<file path="config.mk">
export PLATFORM = sky130hd
export DESIGN_NAME = ctrl_seq
export DESIGN_NICKNAME = d
export VERILOG_FILES = /design/src/rtl/ctrl_seq.sv
export SDC_FILE = /design/constraint.sdc
export NUM_CORES = 1
export LEC_CHECK = 0
export ABC_CLOCK_PERIOD_IN_PS = 2000
export BUFFER_PORTS_ARGS = -buffer_cell sky130_fd_sc_hd__buf_2
export CAP_MARGIN = 20
export CELL_PAD_IN_SITES_DETAIL_PLACEMENT = 0
export CELL_PAD_IN_SITES_GLOBAL_PLACEMENT = 2
export CORE_MARGIN = 2
export CORE_UTILIZATION = 27
export DETAILED_ROUTE_END_ITERATION = 8
export PLACE_DENSITY = 0.9
export SLEW_MARGIN = 25
export SYNTH_ARGS = -nofsm -noshare
export SYNTH_HDL_FRONTEND = slang
export SYNTH_SLANG_ARGS = --single-unit
</file>
<file path="constraint.sdc">
create_clock -name clk -period 2 [get_ports clk]
set_clock_uncertainty 0.1 [all_clocks]
set_input_delay 0.1 -clock clk [delete_from_list [all_inputs] [get_ports clk]]
set_output_delay 0.1 -clock clk [all_outputs]
set_load 0.05 [all_outputs]
</file>
<file path="src/rtl/ctrl_seq.sv">
// ctrl_seq: fetches 16-bit instruction words, decodes them and drives the accumulator/ALU/flags datapath controls.
// Optional feature: define CTRL_SEQ_RETIRE_CNT_EN to add the 16-bit retired_cnt output.

package ctrl_seq_pkg;
    // ?0 = memory operand, 01 = immediate, 11 = register.
    typedef logic [1:0] data_src_t;
endpackage

module ctrl_seq
    import ctrl_seq_pkg::*;
#(
    parameter int WIDTH    = 8,
    parameter int PC_WIDTH = 8
) (
    input  logic                clk,
    input  logic                rst,
    output logic                imem_req,
    output logic [PC_WIDTH-1:0] imem_addr,
    input  logic                imem_valid,
    input  logic [15:0]         imem_data,
    output data_src_t           data_src,
    output logic [WIDTH-1:0]    immediate,
    output logic [2:0]          op,
    output logic                ce_a,
    output logic                ce_cy,
    input  logic                flag_cy,
    input  logic                flag_z,
    input  logic                flag_s,
    input  logic                flag_o,
    output logic                halted,
`ifdef CTRL_SEQ_RETIRE_CNT_EN
    output logic [15:0]         retired_cnt,
`endif
    output logic [1:0]          dbg_state
);

    // Fetch handshake: imem_req is high in every FETCH cycle; a word is accepted
    // on the rising edge where imem_req and imem_valid are both high, and
    // imem_valid is ignored in any other cycle.

    localparam logic [1:0] ST_FETCH = 2'd0;
    localparam logic [1:0] ST_EXEC  = 2'd1;
    localparam logic [1:0] ST_HALT  = 2'd2;

    localparam logic [1:0] CLS_ALU  = 2'b00;
    localparam logic [1:0] CLS_JMP  = 2'b01;
    localparam logic [1:0] CLS_NOP  = 2'b10;
    localparam logic [1:0] CLS_HALT = 2'b11;

    localparam logic [15:0] IR_NOP = 16'h8000;

    logic [1:0]          state_q, state_d;
    logic [PC_WIDTH-1:0] pc_q, pc_d;
    logic [15:0]         ir_q, ir_d;

    logic [15:0]         ir_eff;
    logic [1:0]          ir_class;
    logic [2:0]          ir_cond;
    logic                ir_cy_we;
    logic [7:0]          ir_imm;
    logic [PC_WIDTH-1:0] jmp_target;
    logic                jmp_taken;
    logic                in_fetch;
    logic                in_exec;

    // During reset the decode sees a NOP so every decoded output reads zero.
    assign ir_eff   = rst ? IR_NOP : ir_q;
    assign ir_class = ir_eff[15:14];
    assign ir_cond  = ir_eff[13:11];
    assign ir_cy_we = ir_eff[8];
    assign ir_imm   = ir_eff[7:0];

    assign in_fetch = (state_q == ST_FETCH) && !rst;
    assign in_exec  = (state_q == ST_EXEC) && !rst;

    generate
        if (WIDTH > 8) begin : g_imm_ext
            assign immediate = {{(WIDTH-8){1'b0}}, ir_imm};
        end else begin : g_imm_trunc
            assign immediate = ir_imm[WIDTH-1:0];
        end
        if (PC_WIDTH > 8) begin : g_tgt_ext
            assign jmp_target = {{(PC_WIDTH-8){1'b0}}, ir_imm};
        end else begin : g_tgt_trunc
            assign jmp_target = ir_imm[PC_WIDTH-1:0];
        end
    endgenerate

    assign op       = ir_eff[13:11];
    assign data_src = data_src_t'(ir_eff[10:9]);

    always_comb begin
        jmp_taken = 1'b0;
        case (ir_cond)
            3'b000:  jmp_taken = 1'b1;
            3'b001:  jmp_taken = flag_z;
            3'b010:  jmp_taken = !flag_z;
            3'b011:  jmp_taken = flag_cy;
            3'b100:  jmp_taken = !flag_cy;
            3'b101:  jmp_taken = flag_s;
            3'b110:  jmp_taken = flag_o;
            default: jmp_taken = 1'b0;
        endcase
    end

    always_comb begin
        state_d = state_q;
        pc_d    = pc_q;
        ir_d    = ir_q;
        case (state_q)
            ST_FETCH: begin
                if (imem_valid) begin
                    ir_d    = imem_data;
                    pc_d    = pc_q + PC_WIDTH'(1);
                    state_d = ST_EXEC;
                end
            end
            ST_EXEC: begin
                state_d = ST_FETCH;
                if (ir_class == CLS_JMP && jmp_taken) begin
                    pc_d = jmp_target;
                end else if (ir_class == CLS_HALT) begin
                    state_d = ST_HALT;
                end
            end
            ST_HALT: begin
                state_d = ST_HALT;
            end
            default: begin
                state_d = ST_FETCH;
            end
        endcase
    end

    always_ff @(posedge clk) begin
        if (rst) begin
            state_q <= ST_FETCH;
            pc_q    <= '0;
            ir_q    <= IR_NOP;
        end else begin
            state_q <= state_d;
            pc_q    <= pc_d;
            ir_q    <= ir_d;
        end
    end

    assign imem_req  = in_fetch;
    assign imem_addr = rst ? '0 : pc_q;
    assign ce_a      = in_exec && (ir_class == CLS_ALU);
    assign ce_cy     = in_exec && (ir_class == CLS_ALU) && ir_cy_we;
    assign halted    = (state_q == ST_HALT) && !rst;
    assign dbg_state = state_q;

`ifdef CTRL_SEQ_RETIRE_CNT_EN
    logic [15:0] retired_q, retired_d;

    // Every EXEC cycle retires one instruction, HALT-class included.
    always_comb begin
        retired_d = retired_q;
        if (state_q == ST_EXEC) begin
            retired_d = retired_q + 16'd1;
        end
    end

    always_ff @(posedge clk) begin
        if (rst) begin
            retired_q <= '0;
        end else begin
            retired_q <= retired_d;
        end
    end

    assign retired_cnt = retired_q;
`endif

endmodule

</file>
# ---- Word level (Yosys, flattened, before mapping)
# Cells that the tools add are included.
# Widths: inputs -> output; s select.
dict set report totals {
  regBits 26
  inputBits 23
  output_inout_bits 27
  word_cells 41
}
dict set report op_classes {
  n_addsub 1
  n_eq_ne 12
  mux 10
  n_reduce_logical 15
}
# cell n
set op_table {}
lappend op_table {{$mux 8} 3}
lappend op_table {{$mux 16} 1}
lappend op_table {{$pmux 8 s2} 1}
lappend op_table {{$eq 3x3->1 const B} 3}
lappend op_table {{$add 8x1->8 const B} 1}
lappend op_table {{$pmux 1 s7} 1}
lappend op_table {{$eq 3x2->1 const B} 2}
lappend op_table {{$logic_and 1x1->1} 6}
lappend op_table {{$mux 2} 3}
lappend op_table {{$pmux 2 s3} 1}
lappend op_table {{$eq 2x1->1 const B} 2}
lappend op_table {{$eq 2x2->1 const B} 2}
lappend op_table {{$logic_not 2->1} 2}
lappend op_table {{$eq 3x1->1 const B} 1}
lappend op_table {{$logic_not 1->1} 3}
lappend op_table {{$logic_not 3->1} 1}
lappend op_table {{$reduce_and 3->1} 1}
lappend op_table {{$ne 2x1->1 const B} 1}
lappend op_table {{$ne 2x2->1 const B} 1}
lappend op_table {{$reduce_and 2->1} 1}
lappend op_table {{$reduce_bool 2->1} 1}

# ---- Longest topological paths before layout
dict set report depth {
  word_depth 6
  mapped_depth 7
  ltp_nobuf 6
}

# ---- Least setup slack after synthesis
# OpenSTA, ideal clock, no wires.
dict set report synth_timing {
  kind {register -> output}
  startpoint {reg state_q[0] (netlist: dbg_state[0])}
  endpoint {out ce_cy}
  arrival_ns 3.136
  required_ns 1.800
  path_slack_ns -1.336
  stages_incl_launch_ff 5
  n_path_buf 1
  cell_sequence {dfxtp_1 > buf_4 > nand2_1 > nor4_1 > and2_1}
}
dict set report synth_via {
  elab_chain_cells 4
}
# item line
set synth_lines {}
lappend synth_lines {{start, declared} 52} ;# logic [1:0] state_q, state_d;
lappend synth_lines {{start signal, assigned} 141} ;# state_q <= state_d;
lappend synth_lines {{$eq 2x1->1} 74} ;# assign in_exec = (state_q == ST_EXEC) && !rst;
lappend synth_lines {{$logic_and 1x1->1} 74}
lappend synth_lines {{$logic_and 1x1->1} -}
lappend synth_lines {{via ce_a} 24} ;# output logic ce_a,
lappend synth_lines {{$logic_and 1x1->1} 150} ;# assign ce_cy = in_exec && (ir_class == CLS_ALU) && ir_cy_we;
lappend synth_lines {{end, declared} 25} ;# output logic ce_cy,
# The timed path passes the listed nets, and every way through them passes these cells.

# ---- Worst setup path after layout
dict set report layout_timing {
  startpoint {reg state_q[1] (netlist: dbg_state[1])}
  endpoint {out ce_cy}
}
dict set report layout_via {
  elab_chain_cells 4
}
# item line
set layout_lines {}
lappend layout_lines {{$eq 2x1->1} 74}
lappend layout_lines {{$logic_and 1x1->1} 74}
lappend layout_lines {{$logic_and 1x1->1 (2 in a row)} 150}
# No other way between the ends.

==> impl_metrics.ini <==
[timing]
period_minus_slack_ns = 1.84
slew_violations = 0
fin_ws_ns = 0.157
max_slew.worst_pin.slew_ns = 0.427
min_period_over_period_pct = 92.1
rsz0062_at_grt = no
max_slew_margin_pct = 71.5
setup_viol = 0
fmax_ghz = 0.543
hold_viol = 0

[grt]
grt_pass1_vias = 1142
grt.total_usage_pct = 13.0
grt_pass1_wl_mm = 5.53
grt_overflow = 0
grt_max_degree = 23
grt_antenna_before_repair = 0

[synth]
yosys.area.top_type = dfxtp_1
yosysMostFrequentCell = dfxtp_1
syn_nets = 174
post_synth_num_cell_types = 36
synth_common_cells = 26 x dfxtp_1, 19 x nor2b_1, 15 x a21oi_1
yosys_most_used_dff = dfxtp_1
synth.ff_latch_count = 26
post_synth.cell_area_avg_um2 = 8.73
synthArstFlopShare_pct = 0
synth_seq_area_share_pct = 39.8
synth_area_um2 = 1310
synth_edf_count = 0
synth_top_area_share_pct = 39.8
synth_warnings = 0
synthCells = 150
synthTopCellsByArea = dfxtp_1 40%, nor2b_1 9.1%, o22a_1 8.7%

[clock_tree]
clk_pin_slew_ns = 0.08
htreeDepth = 1
clock-sinks = 26
cts_buffer_depth = 2
clk_latency_ns = 0.27
cts_tree = built
cts_buffers = 3
ctsResizeCount = 0
post_cts_buffers = 0
root_buffer = clkbuf_8

[worst_setup_path]
critPathSlowestCell = dfxtp_2
rr_startpoint = dbg_state[0]
slowest_delay_ns = 0.36
crit_path_cell_trace = inv_1 > nand2_1 > nor4_4 > and2_4 > buf_2
cp-start-kind = flip-flop
critical_path_class = flip-flop to primary output
crit_path_max_fanout = 7
crit_path_start = dbg_state[1]
worstPathArrival_ns = 1.64
setup.worst_path.end_class = primary output
cp.required_ns = 1.80

[power_and_ir_drop]
vdd_drop_max_mv = 0.319
powerDensity_nw_per_um2 = 638
p_leak_nw = 0.858

[floorplan]
die_area_um2 = 5420
pin_count = 50
die_w_um = 73.6
die-height_um = 73.6
core-area_um2 = 4690
row_count = 25
start_util_pct = 27.9

[job]
cap_violations = 0

[cells_and_area]
fin_nets = 244
antenna_cells = 0
area_growth_pct = 42.8
fill_cells = 495
finalInstanceArea_um2 = 1870
drive_gt1_share_pct = 33.5

[route]
ant_nets = 0
drtIter0Drc = 48
vias = 1300
first_pass_iters = 4
wl_per_cell_um = 12.3
viasPerCell = 4.78
drt_wl_total_mm = 3.36
drc = 0

[placed_design]
dp_hpwl_mm = 2.47
place.gp.congestion = 0.758
io_buffers = 49
placedInstanceArea_um2 = 1670
post-place-ws_ns = 0.187

[worst_hold_path]
hold_class = input port to flip-flop
min_from = rst

[status]
status = complete, no violations
==> layer usage <==
metal	vias to the layer above	part of all wire (%)	global-route usage [%]	routed length [um]
li1	677	-	-	-
met1	587	49	17.8	1640
met3	5	5.5	2.61	185
met2	31	44	20.0	1470
met4	0	1.8	4.85	59
met5	-	0	0	0
==> cell type report <==
cell class	instances	area [um^2]	share of cell area, %
Clock buffer	3	41.3	2.21
Inverter	5	18.8	1.00
Multi-Input combinational cell	110	746	39.9
Sequential cell	26	523	28.0
Tap cell	54	67.6	3.61
Timing Repair Buffer	74	473	25.3
==> sequential cells by signal, summed over array words and instances (netlist names) <==
register and count:
ir_q 16, pc_q 8, dbg_state 2
==> power breakdown <==
part | switching [mW] | leakage [nW] | internal (mW)
Combinational | 0.186 | 0.622 | 0.128
Clock | 0.157 | 0.0216 | 0.135
Sequential | 0.0285 | 0.215 | 0.557
Total | 0.372 | 0.858 | 0.820
==> cells by family after synthesis <==
family | count (synthesis) | share of synthesized area (%)
AND/OR/NAND/NOR | 63 | 28.3
AO/OA/AOI/OAI | 45 | 25.2
adder cells (fa/ha/maj) | 1 | 0.956
buffers and inverters | 14 | 4.97
multiplexers | 1 | 0.765
flip-flops | 26 | 39.8
==> critical path: cells and delay by family, from the launching register on <==
kind                   cells  cell delay [ns]
and+or+nand+nor            3             0.59
buffers and inverters      2             0.42
DFF                        1             0.36
==> path summary, 6_finish.rpt <==
path / cells past startpoint / slack, ns / endpoint
setup / recovery: 5 / 0.16 / ce_cy
hold / removal: 3 / 0.1 / ir_q[15]
setup reg to reg: 6 / 0.17 / pc_q[0]
hold reg to reg: 2 / 0.36 / ir_q[8]
==> cells in the final DEF, fill, tap and decap left out, drive strengths merged, types with 2 or more instances in the layout <==
cell type / instances
a21o: 3
a21oi: 15
and2: 2
buf: 58
clkbuf: 3
dfxtp: 26
dlygate4sd3: 16
inv: 5
nand2: 9
nand2b: 5
nand3: 3
nand3b: 3
nor2: 4
nor2b: 19
nor3: 8
nor3b: 2
nor4: 2
o21ai: 4
o22a: 13
o32ai: 3
or2: 3
==> metrics by stage <==
step / TNS, ns / std cells / hold slack (ns) / util (%) / power [mW]
floorplan: -0.138 / 150 / 0.109 / - / 0.805
global placement: 0 / 253 / 0.208 / 35.5 / 0.890
finish: 0 / 272 / 0.0991 / 39.8 / 1.19
global route: 0 / 272 / 0.122 / 39.8 / 1.26
CTS: 0 / 272 / 0.101 / 39.8 / 1.21
detailed placement: 0 / 253 / 0.207 / 35.5 / 0.890
==> what timing repair did <==
| action | 4_1_cts | 5_1_grt |
|---|---|---|
| endpoints found under the hold margin | 16 | 0 |
| setup endpoints to repair | 0 | 0 |
| hold buffers | 16 | 0 |
No activity file was read; power rests on OpenSTA's default activity.
